<file path="config.mk">
export PLATFORM = sky130hd
export DESIGN_NAME = fetch_unit
export DESIGN_NICKNAME = d
export VERILOG_FILES = /design/src/rtl/fetch_unit.sv
export SDC_FILE = /design/constraint.sdc
export NUM_CORES = 1
export LEC_CHECK = 0
export BUFFER_PORTS_ARGS = -buffer_cell sky130_fd_sc_hd__buf_4
export CORE_MARGIN = 5
export CORE_UTILIZATION = 55
export CTS_BUF_LIST = sky130_fd_sc_hd__clkbuf_2
export CTS_CLUSTER_SIZE = 20
export DETAILED_ROUTE_END_ITERATION = 16
export PLACE_DENSITY = 0.88
export SYNTH_ARGS = -nofsm -noshare
export SYNTH_HDL_FRONTEND = slang
export SYNTH_SLANG_ARGS = --single-unit
</file>
<file path="constraint.sdc">
create_clock -name clk -period 5.65 [get_ports clk]
set_input_delay 0.565 -clock clk [delete_from_list [all_inputs] [get_ports clk]]
set_output_delay 0.565 -clock clk [all_outputs]
set_load 0.01 [all_outputs]
</file>
<file path="src/rtl/fetch_unit.sv">
// Instruction-fetch stage: owns the PC, latches IF/ID, handles stall, redirect flush and halt.
// Optional FETCH_ALIGN_CHECK_EN forces even redirect targets and flags odd ones in misalign.
module fetch_unit #(
  parameter logic [7:0]  RESET_PC = 8'h00,
  parameter int unsigned PC_STEP  = 2
) (
  input  logic        clk,
  input  logic        rst_n,
  output logic [7:0]  pc_out,
  input  logic [15:0] inst_in,
  input  logic        stall,
  input  logic        redirect,
  input  logic [7:0]  redirect_pc,
  input  logic        halt,
  output logic [15:0] ifid_inst,
  output logic [7:0]  ifid_pc,
  output logic        ifid_valid,
  output logic        halted,
  output logic [15:0] fetch_count,
  output logic        misalign
);

  localparam logic [7:0] Step = 8'(PC_STEP);

  typedef enum logic [1:0] {StRun, StFlush, StHalt} state_e;

  state_e      state_q, state_d;
  logic [7:0]  pc_q, pc_d;
  logic [15:0] ifid_inst_q, ifid_inst_d;
  logic [7:0]  ifid_pc_q, ifid_pc_d;
  logic        ifid_valid_q, ifid_valid_d;
  logic [15:0] fetch_count_q, fetch_count_d;
  logic [7:0]  target_pc;

`ifdef FETCH_ALIGN_CHECK_EN
  logic misalign_q, misalign_d;

  assign target_pc = {redirect_pc[7:1], 1'b0};

  // Sticky: only a taken (non-halted) redirect to an odd address can set it.
  always_comb begin
    misalign_d = misalign_q;
    if (state_q != StHalt && !halt && redirect && redirect_pc[0]) begin
      misalign_d = 1'b1;
    end
  end

  always_ff @(posedge clk or negedge rst_n) begin
    if (!rst_n) begin
      misalign_q <= 1'b0;
    end else begin
      misalign_q <= misalign_d;
    end
  end

  assign misalign = misalign_q;
`else
  assign target_pc = redirect_pc;
  assign misalign  = 1'b0;
`endif

  always_comb begin
    state_d       = state_q;
    pc_d          = pc_q;
    ifid_inst_d   = ifid_inst_q;
    ifid_pc_d     = ifid_pc_q;
    ifid_valid_d  = ifid_valid_q;
    fetch_count_d = fetch_count_q;
    unique case (state_q)
      StRun, StFlush: begin
        if (halt) begin
          ifid_valid_d = 1'b0;
          state_d      = StHalt;
        end else if (redirect) begin
          pc_d         = target_pc;
          ifid_valid_d = 1'b0;
          state_d      = StFlush;
        end else begin
          state_d = StRun;
          if (!stall) begin
            pc_d          = pc_q + Step;
            ifid_inst_d   = inst_in;
            ifid_pc_d     = pc_q;
            ifid_valid_d  = 1'b1;
            fetch_count_d = fetch_count_q + 16'd1;
          end
        end
      end
      StHalt: begin
        ifid_valid_d = 1'b0;
      end
      default: begin
        state_d = StRun;
      end
    endcase
  end

  always_ff @(posedge clk or negedge rst_n) begin
    if (!rst_n) begin
      state_q       <= StRun;
      pc_q          <= RESET_PC;
      ifid_inst_q   <= 16'h0000;
      ifid_pc_q     <= 8'h00;
      ifid_valid_q  <= 1'b0;
      fetch_count_q <= 16'h0000;
    end else begin
      state_q       <= state_d;
      pc_q          <= pc_d;
      ifid_inst_q   <= ifid_inst_d;
      ifid_pc_q     <= ifid_pc_d;
      ifid_valid_q  <= ifid_valid_d;
      fetch_count_q <= fetch_count_d;
    end
  end

  assign pc_out      = pc_q;
  assign ifid_inst   = ifid_inst_q;
  assign ifid_pc     = ifid_pc_q;
  assign ifid_valid  = ifid_valid_q;
  assign halted      = (state_q == StHalt);
  assign fetch_count = fetch_count_q;

endmodule

</file>
==> results of run 1 <==
==> metrics by stage <==
stage / utilization / hold slack, ns
floorplan: - / 0.2694
finish: 0.7344 / 0.1022
CTS: 0.7344 / 0.1115
detailed placement: 0.7182 / 0.4621
global placement: 0.7182 / 0.4596
global route: 0.7344 / 0.1132
==> sequential cells by signal (all words and copies together), names as in the netlist <==
| signal | flops |
|---|---|
| fetch_count | 16 |
| ifid_inst | 16 |
| ifid_pc | 8 |
| ifid_valid | 1 |
| pc_out | 8 |
| state_q | 2 |
==> final cells by class <==
class / count / share of cell area
Sequential cell: 51 / 0.4408
Multi-Input combinational cell: 119 / 0.3081
Timing Repair Buffer: 79 / 0.2048
Tap cell: 50 / 0.02161
Clock inverter: 3 / 0.01340
Clock buffer: 5 / 0.008643
Inverter: 2 / 0.002593
==> logic make-up after synthesis <==
| group | share of synthesized area |
|---|---|
| flip-flops | 0.5756 |
| other | 0.001691 |
| XOR/XNOR | 0.06264 |
| multiplexers | 0.1405 |
| buffers and inverters | 0.02201 |
| adder cells (fa/ha/maj) | 0.01128 |
| AND/OR/NAND/NOR | 0.1383 |
| AO/OA/AOI/OAI | 0.04797 |
==> cells in the final DEF (no fill, tap or decap), types with 2 or more instances in the layout <==
cell / count
nand2_1: 11
nor2b_1: 2
nand3_1: 7
or4_1: 2
and3_1: 4
dfrtp_1: 51
clkbuf_2: 5
mux2_2: 25
inv_1: 2
xnor2_1: 8
nand4_1: 6
and2_1: 3
nor2_1: 8
o221a_2: 3
ha_1: 2
xor2_1: 6
nand2b_1: 3
buf_4: 79
o21ai_0: 5
mux2i_1: 3
a21oi_1: 4
nor3_1: 4
==> worst max-delay path: stages (launching register included) <==
cell and delay [ns]:
dfrtp_1 0.47, or4_1 0.51, or2_1 0.33, or4_4 0.56, xnor2_2 0.14
==> cell usage after synthesis, drive strengths merged (2+ instances only) <==
cell type | n | area [µm²]
mux2i | 3 | 30.03
clkbuf | 4 | 15.01
mux2 | 25 | 281.5
inv | 2 | 7.510
nand2 | 11 | 41.29
a21oi | 4 | 20.02
nand2b | 3 | 18.77
nor2b | 2 | 12.51
and2 | 3 | 18.77
xor2 | 6 | 52.55
nand3 | 7 | 35.03
ha | 2 | 25.02
buf | 3 | 26.27
o21ai | 6 | 30.02
dfrtp | 51 | 1276
xnor2 | 9 | 86.34
or4 | 3 | 26.27
o221a | 3 | 33.78
nor3 | 4 | 20.02
or2 | 2 | 12.52
and3 | 4 | 25.02
nor2 | 8 | 30.03
nand4 | 6 | 37.54
==> metal layers <==
metal,routed length [µm],part of all wire
met5,0,0
met3,399,0.085
met4,55,0.012
met2,2311,0.49
met1,1945,0.41
==> worst paths after layout <==
kind	startpoint	endpoint	slack, ns	cells past startpoint
worst max-delay path	state_q[1]	fetch_count[15]	3.59	4
worst min-delay path	rst_n	fetch_count[6]	0.10	1
worst max register to register	state_q[1]	fetch_count[15]	3.59	4
worst min register to register	state_q[0]	state_q[1]	0.49	1
max in group asynchronous	rst_n	ifid_pc[6]	5.12	1
min in group clk	inst_in[6]	ifid_inst[6]	0.34	2
==> power by group through the flow <==
stage	Clock (W)	Combinational [W]	Sequential [W]
2_1_floorplan	0	0.0000299	0.000428
3_3_place_gp	0	0.000107	0.000417
3_5_place_dp	0	0.000110	0.000418
4_1_cts	0.000189	0.000111	0.000412
5_1_grt	0.000205	0.000121	0.000416
6_report	0.000184	0.000108	0.000411
==> metrics.md, run 1 <==
| Metric | Value |
|---|---|
| Layout Nets | 289 |
| Starting density of the core | 0.5624 |
| Num rows | 23 |
| Syn avg cell area | 12.39 µm² |
| Via density | 5.405 |
| CP Max Fanout | 7 |
| Gpl congestion | 0.7984 |
| Fill count | 293 |
| Root Buffer | clkbuf_2 |
| Max frequency | 484.4 MHz |
| Sw Ratio | 0.2517 |
| Clock power share | 0.262 |
| CTS clk-pin slew, worst paths | 0.25 ns |
| Internal | 0.0005269 W |
| Post-CTS Setup Inserts | 0 |
| Busiest grt layer | met2 |
| Area occupied by multi-input gates | 892.1 µm² |
| Gr usage total | 0.1939 |
| Placed cell areas | 2831 µm² |
| Max-capacitance violation count | 0 |
| #FFs+latches synth | 51 |
| Die width | 73.49 µm |
| Register area | 1276 µm² |
| Status | completed |
| Largest net degree at the start of global routing | 52 |
| Post-synthesis cell count | 179 |
| First-pass DRT Iterations | 4 |
| Htree depth | 2 |
| Final worst slack | 3.586 ns |
| Antenna-violating nets left | 0 |
| Fin. max-slew vios | 0 |
| Drt drc | 0 |
| GR Layer Usage met3 | 0.06430 |
| Synthesized area | 2217 µm² |
| CP required | 6.02 ns |
| Detailed-route via count | 1,670 |
| Placed cell count | 301 |
| Die Y-Extent | 73.49 µm |
| Setup crit start kind | register |
| Worst-Skew Late Latency | 0.42 ns |
| Core Footprint | 3943 µm² |
| Diode count | 0 |
| Synth Flop Type | dfrtp_1 |
| Resized cells post-CTS | 0 |
| Number of global-route vias before repair | 1,767 |
| Sequential area share after synthesis | 0.5756 |
| Dpl ws | 3.216 ns |
| Drt first-iter violations | 76 |
| Worst min-delay path class | input port to async pin |
| Cts hold-fix bufs | 0 |
| Setup Skew | 0.02177 ns |
| Number of buffers created by CTS | 5 |
| Post-route minimum period | 2.064 ns |
| Top Ports | 80 |
| Clk sinks | 51 |
| Async SR Flop Fraction | 1.000 |
| CTS Buffer Depth | 2 |
| Switch Pwr | 0.0001773 W |
| EDFF count, synth | 0 |
| Final cell count without fillers | 309 |
| Critical path class | register to register |
| Endpoints failing hold | 0 |
| First-pass GRT wire length | 8128 µm |
| VDD IR max | 157.1 µV |
| Seq pwr share | 0.584 |
| Synth warn | 0 |
| Final Cycle Share | 0.3654 |
| Layout area overhead | 30.59% |
| # port buffers | 78 |
| Wire length per cell | 15.24 µm |
| Post-DP HPWL | 3424 µm |
| Number of distinct library cells after synthesis | 36 |
| Combinational share of power | 0.154 |
| Grt met1 use | 0.2423 |
| CP arrival | 2.43 ns |
| Setup TNS | 0 ns |
| Fin area | 2895 µm² |
| Critical Path Sink Type | register |
| RSZ-0062 raised after global routing | no |
| DIE AREA | 5401 µm² |
| Tot Pwr | 0.0007042 W |
| Initial antenna violation count | 0 |
| Leakage | 1.498 nW |
| CTS tree | done |
| Ratio of cells with drive above 1 in the final layout | 0.4517 |
| Final setup violation count | 0 |
| Slew @ Worst Pin | 0.6130 ns |
| Power per standard cell area | 243.2 nW/µm² |
| WL final | 4710 µm |
| Met2 usage | 0.3238 |
| Worst slew margin | 0.5913 |
| Remaining Overflow, GRT | 0 |
| Mapped Nets | 210 |
(Power assumes the default switching activity.)
==> run 2, diff against run 1 <==
--- a/config.mk
+++ b/config.mk
@@ -7,11 +7,11 @@
 export LEC_CHECK = 0
 export BUFFER_PORTS_ARGS = -buffer_cell sky130_fd_sc_hd__buf_4
 export CORE_MARGIN = 5
-export CORE_UTILIZATION = 55
+export CORE_UTILIZATION = 51
 export CTS_BUF_LIST = sky130_fd_sc_hd__clkbuf_2
 export CTS_CLUSTER_SIZE = 20
 export DETAILED_ROUTE_END_ITERATION = 16
-export PLACE_DENSITY = 0.88
+export PLACE_DENSITY = 0.83
 export SYNTH_ARGS = -nofsm -noshare
 export SYNTH_HDL_FRONTEND = slang
 export SYNTH_SLANG_ARGS = --single-unit
==> constraint.sdc (replaced) <==
create_clock -name clk -period 2 [get_ports clk]
set_input_delay 0.2 -clock clk [delete_from_list [all_inputs] [get_ports clk]]
set_output_delay 0.2 -clock clk [all_outputs]
set_load 0.01 [all_outputs]
==> run 2 against run 1 <==
Effect of this change:
- wire length up 11%
- global-route usage is 0.38 points lower
- non-clock buffer count increased by 24
- largest power group unchanged
==> metrics.md, run 2 (synthesis gave the netlist of run 1 again) <==
| Metric | Value |
|---|---|
| Status | completed |
| Largest net degree at the start of global routing | 52 |
| R2r setup slk | 0.16 ns |
| Final Cycle Share | 0.9214 |
| WL final | 5242 µm |
| Starting density of the core | 0.5163 |
| Worst Reg2Reg Path Length in Cells | 4 |
| Max frequency | 542.6 MHz |
| R2R Path Start | state_q[1] |
| Critical Path Sink Type | register |
| CTS clk-pin slew, worst paths | 0.26 ns |
| Post-DP HPWL | 3599 µm |
| Top Ports | 80 |
| Max-capacitance violation count | 0 |
| Root Buffer | clkbuf_2 |
| Met2 usage | 0.3245 |
| Drt first-iter violations | 90 |
| Power per standard cell area | 618.0 nW/µm² |
| Number of buffers created by CTS | 5 |
| First-pass DRT Iterations | 4 |
| Diode count | 0 |
| Endpoints failing hold | 0 |
| # port buffers | 78 |
| Number of global-route vias before repair | 1,839 |
| CTS tree | done |
| Busiest grt layer | met2 |
| CP required | 2.36 ns |
| Worst min-delay path class | input port to register |
| Die width | 75.94 µm |
| Ratio of cells with drive above 1 in the final layout | 0.4346 |
| Grt met1 use | 0.2363 |
| RSZ-0062 raised after global routing | no |
| Post-route minimum period | 1.843 ns |
| Worst-Skew Late Latency | 0.44 ns |
| Via density | 5.263 |
| Critical path class | register to register |
| Most frequent cells in the layout | 84 x buf_4, 51 x dfrtp_1, 25 x mux2_2, 19 x dlygate4sd3_1, 11 x nand2_1 |
| Drt drc | 0 |
| Final setup violation count | 0 |
| Remaining Overflow, GRT | 0 |
| Clk sinks | 51 |
| Fin. max-slew vios | 0 |
| CP Max Fanout | 6 |
| Antenna-violating nets left | 0 |
| CP arrival | 2.21 ns |
| Gpl congestion | 0.7616 |
| Core Footprint | 4294 µm² |
| Setup TNS | 0 ns |
| Layout area overhead | 39.90% |
| Layout Nets | 313 |
| Detailed-route via count | 1,763 |
| Setup Skew | 0.03218 ns |
| Fill count | 327 |
| Leakage | 1.595 nW |
| CTS Buffer Depth | 2 |
| Fin area | 3102 µm² |
| Placed cell areas | 2872 µm² |
| Worst slew margin | 0.5765 |
| FF-to-FF End | fetch_count[15] |
| DIE AREA | 5766 µm² |
| Num rows | 24 |
| CP Capture Point | fetch_count[15] |
| Initial antenna violation count | 0 |
| Htree depth | 2 |
| Wire length per cell | 15.65 µm |
| First-pass GRT wire length | 9011 µm |
| Gr usage total | 0.1901 |
| Resized cells post-CTS | 0 |
| CP startpoint | state_q[1] |
| Slew @ Worst Pin | 0.6353 ns |
| VDD IR max | 461.1 µV |
| Die Y-Extent | 75.94 µm |
| GR Layer Usage met3 | 0.05332 |
| Commonest non-fill, non-tap cell in the layout | buf_4 |
| Setup crit start kind | register |
## run 2: cell count changes in the layout (fill, tap and decap cells not counted)
| cell | change |
|---|---|
| dlygate4sd3_1 | +19 |
| buf_4 | +5 |
| clkbuf_2 | +2 |
| bufinv_16 | -1 |
| clkinv_1 | -1 |
## run 2: worst min-delay path by stage
| stage | from | endpoint | depth (start not counted) |
|---|---|---|---|
| 4_1_cts | redirect_pc[1] | pc_out[1] | 3 |
| 5_1_grt | redirect_pc[2] | pc_out[2] | 3 |
| 2_1_floorplan | rst_n | fetch_count[0] | 0 |
| 3_3_place_gp | rst_n | ifid_pc[0] | 1 |
| 6_report | redirect_pc[1] | pc_out[1] | 3 |
| 3_5_place_dp | rst_n | ifid_pc[2] | 1 |
## run 2: what timing repair did
action                                 in CTS  in global routing
endpoints found under the hold margin      69                  0
setup buffers                               0                  0
hold buffers                               19                  0
## run 2: through the flow
stage                 util  instances  worst slack [ns]  hold slack (ns)  total power [W]
global route        0.7223        335           0.04605          0.04137         0.002030
floorplan                -        179           0.03170         -0.09559         0.001292
CTS                 0.7223        335            0.1464          0.01272         0.001939
global placement    0.6687        308            0.1428           0.2625         0.001483
detailed placement  0.6687        308            0.1210           0.2644         0.001496
finish              0.7223        335            0.1571          0.03064         0.001917
## run 2: layer usage
metal / vias to the layer above / share of wire
met5: - / 0
met4: 0 / 0.012
met3: 8 / 0.054
met2: 57 / 0.53
met1: 863 / 0.41
li1: 835 / -
## run 2: power by group
group / internal, W / switching, W / leakage [nW] / total (W)
Combinational: 0.000204 / 0.000135 / 0.886 / 0.000339
Clock: 0.0000952 / 0.000316 / 0.0330 / 0.000411
Sequential: 0.00110 / 0.0000625 / 0.676 / 0.00117
Total: 0.00140 / 0.000513 / 1.60 / 0.00192
## run 2: worst max-delay path, stage by stage, from the launching register on
cell and delay [ns]:
dfrtp_1 0.46, or4_1 0.46, or2_1 0.28, or4_4 0.44
xnor2_2 0.14
## run 2: layout make-up
| class | instances | area [µm²] | area share |
|---|---|---|---|
| Clock buffer | 7 | 35.03 | 0.01129 |
| Clock inverter | 1 | 5.005 | 0.001614 |
| Inverter | 2 | 7.507 | 0.002420 |
| Multi-Input combinational cell | 119 | 892.1 | 0.2876 |
| Sequential cell | 51 | 1276 | 0.4115 |
| Tap cell | 52 | 65.06 | 0.02098 |
| Timing Repair Buffer | 103 | 820.8 | 0.2646 |
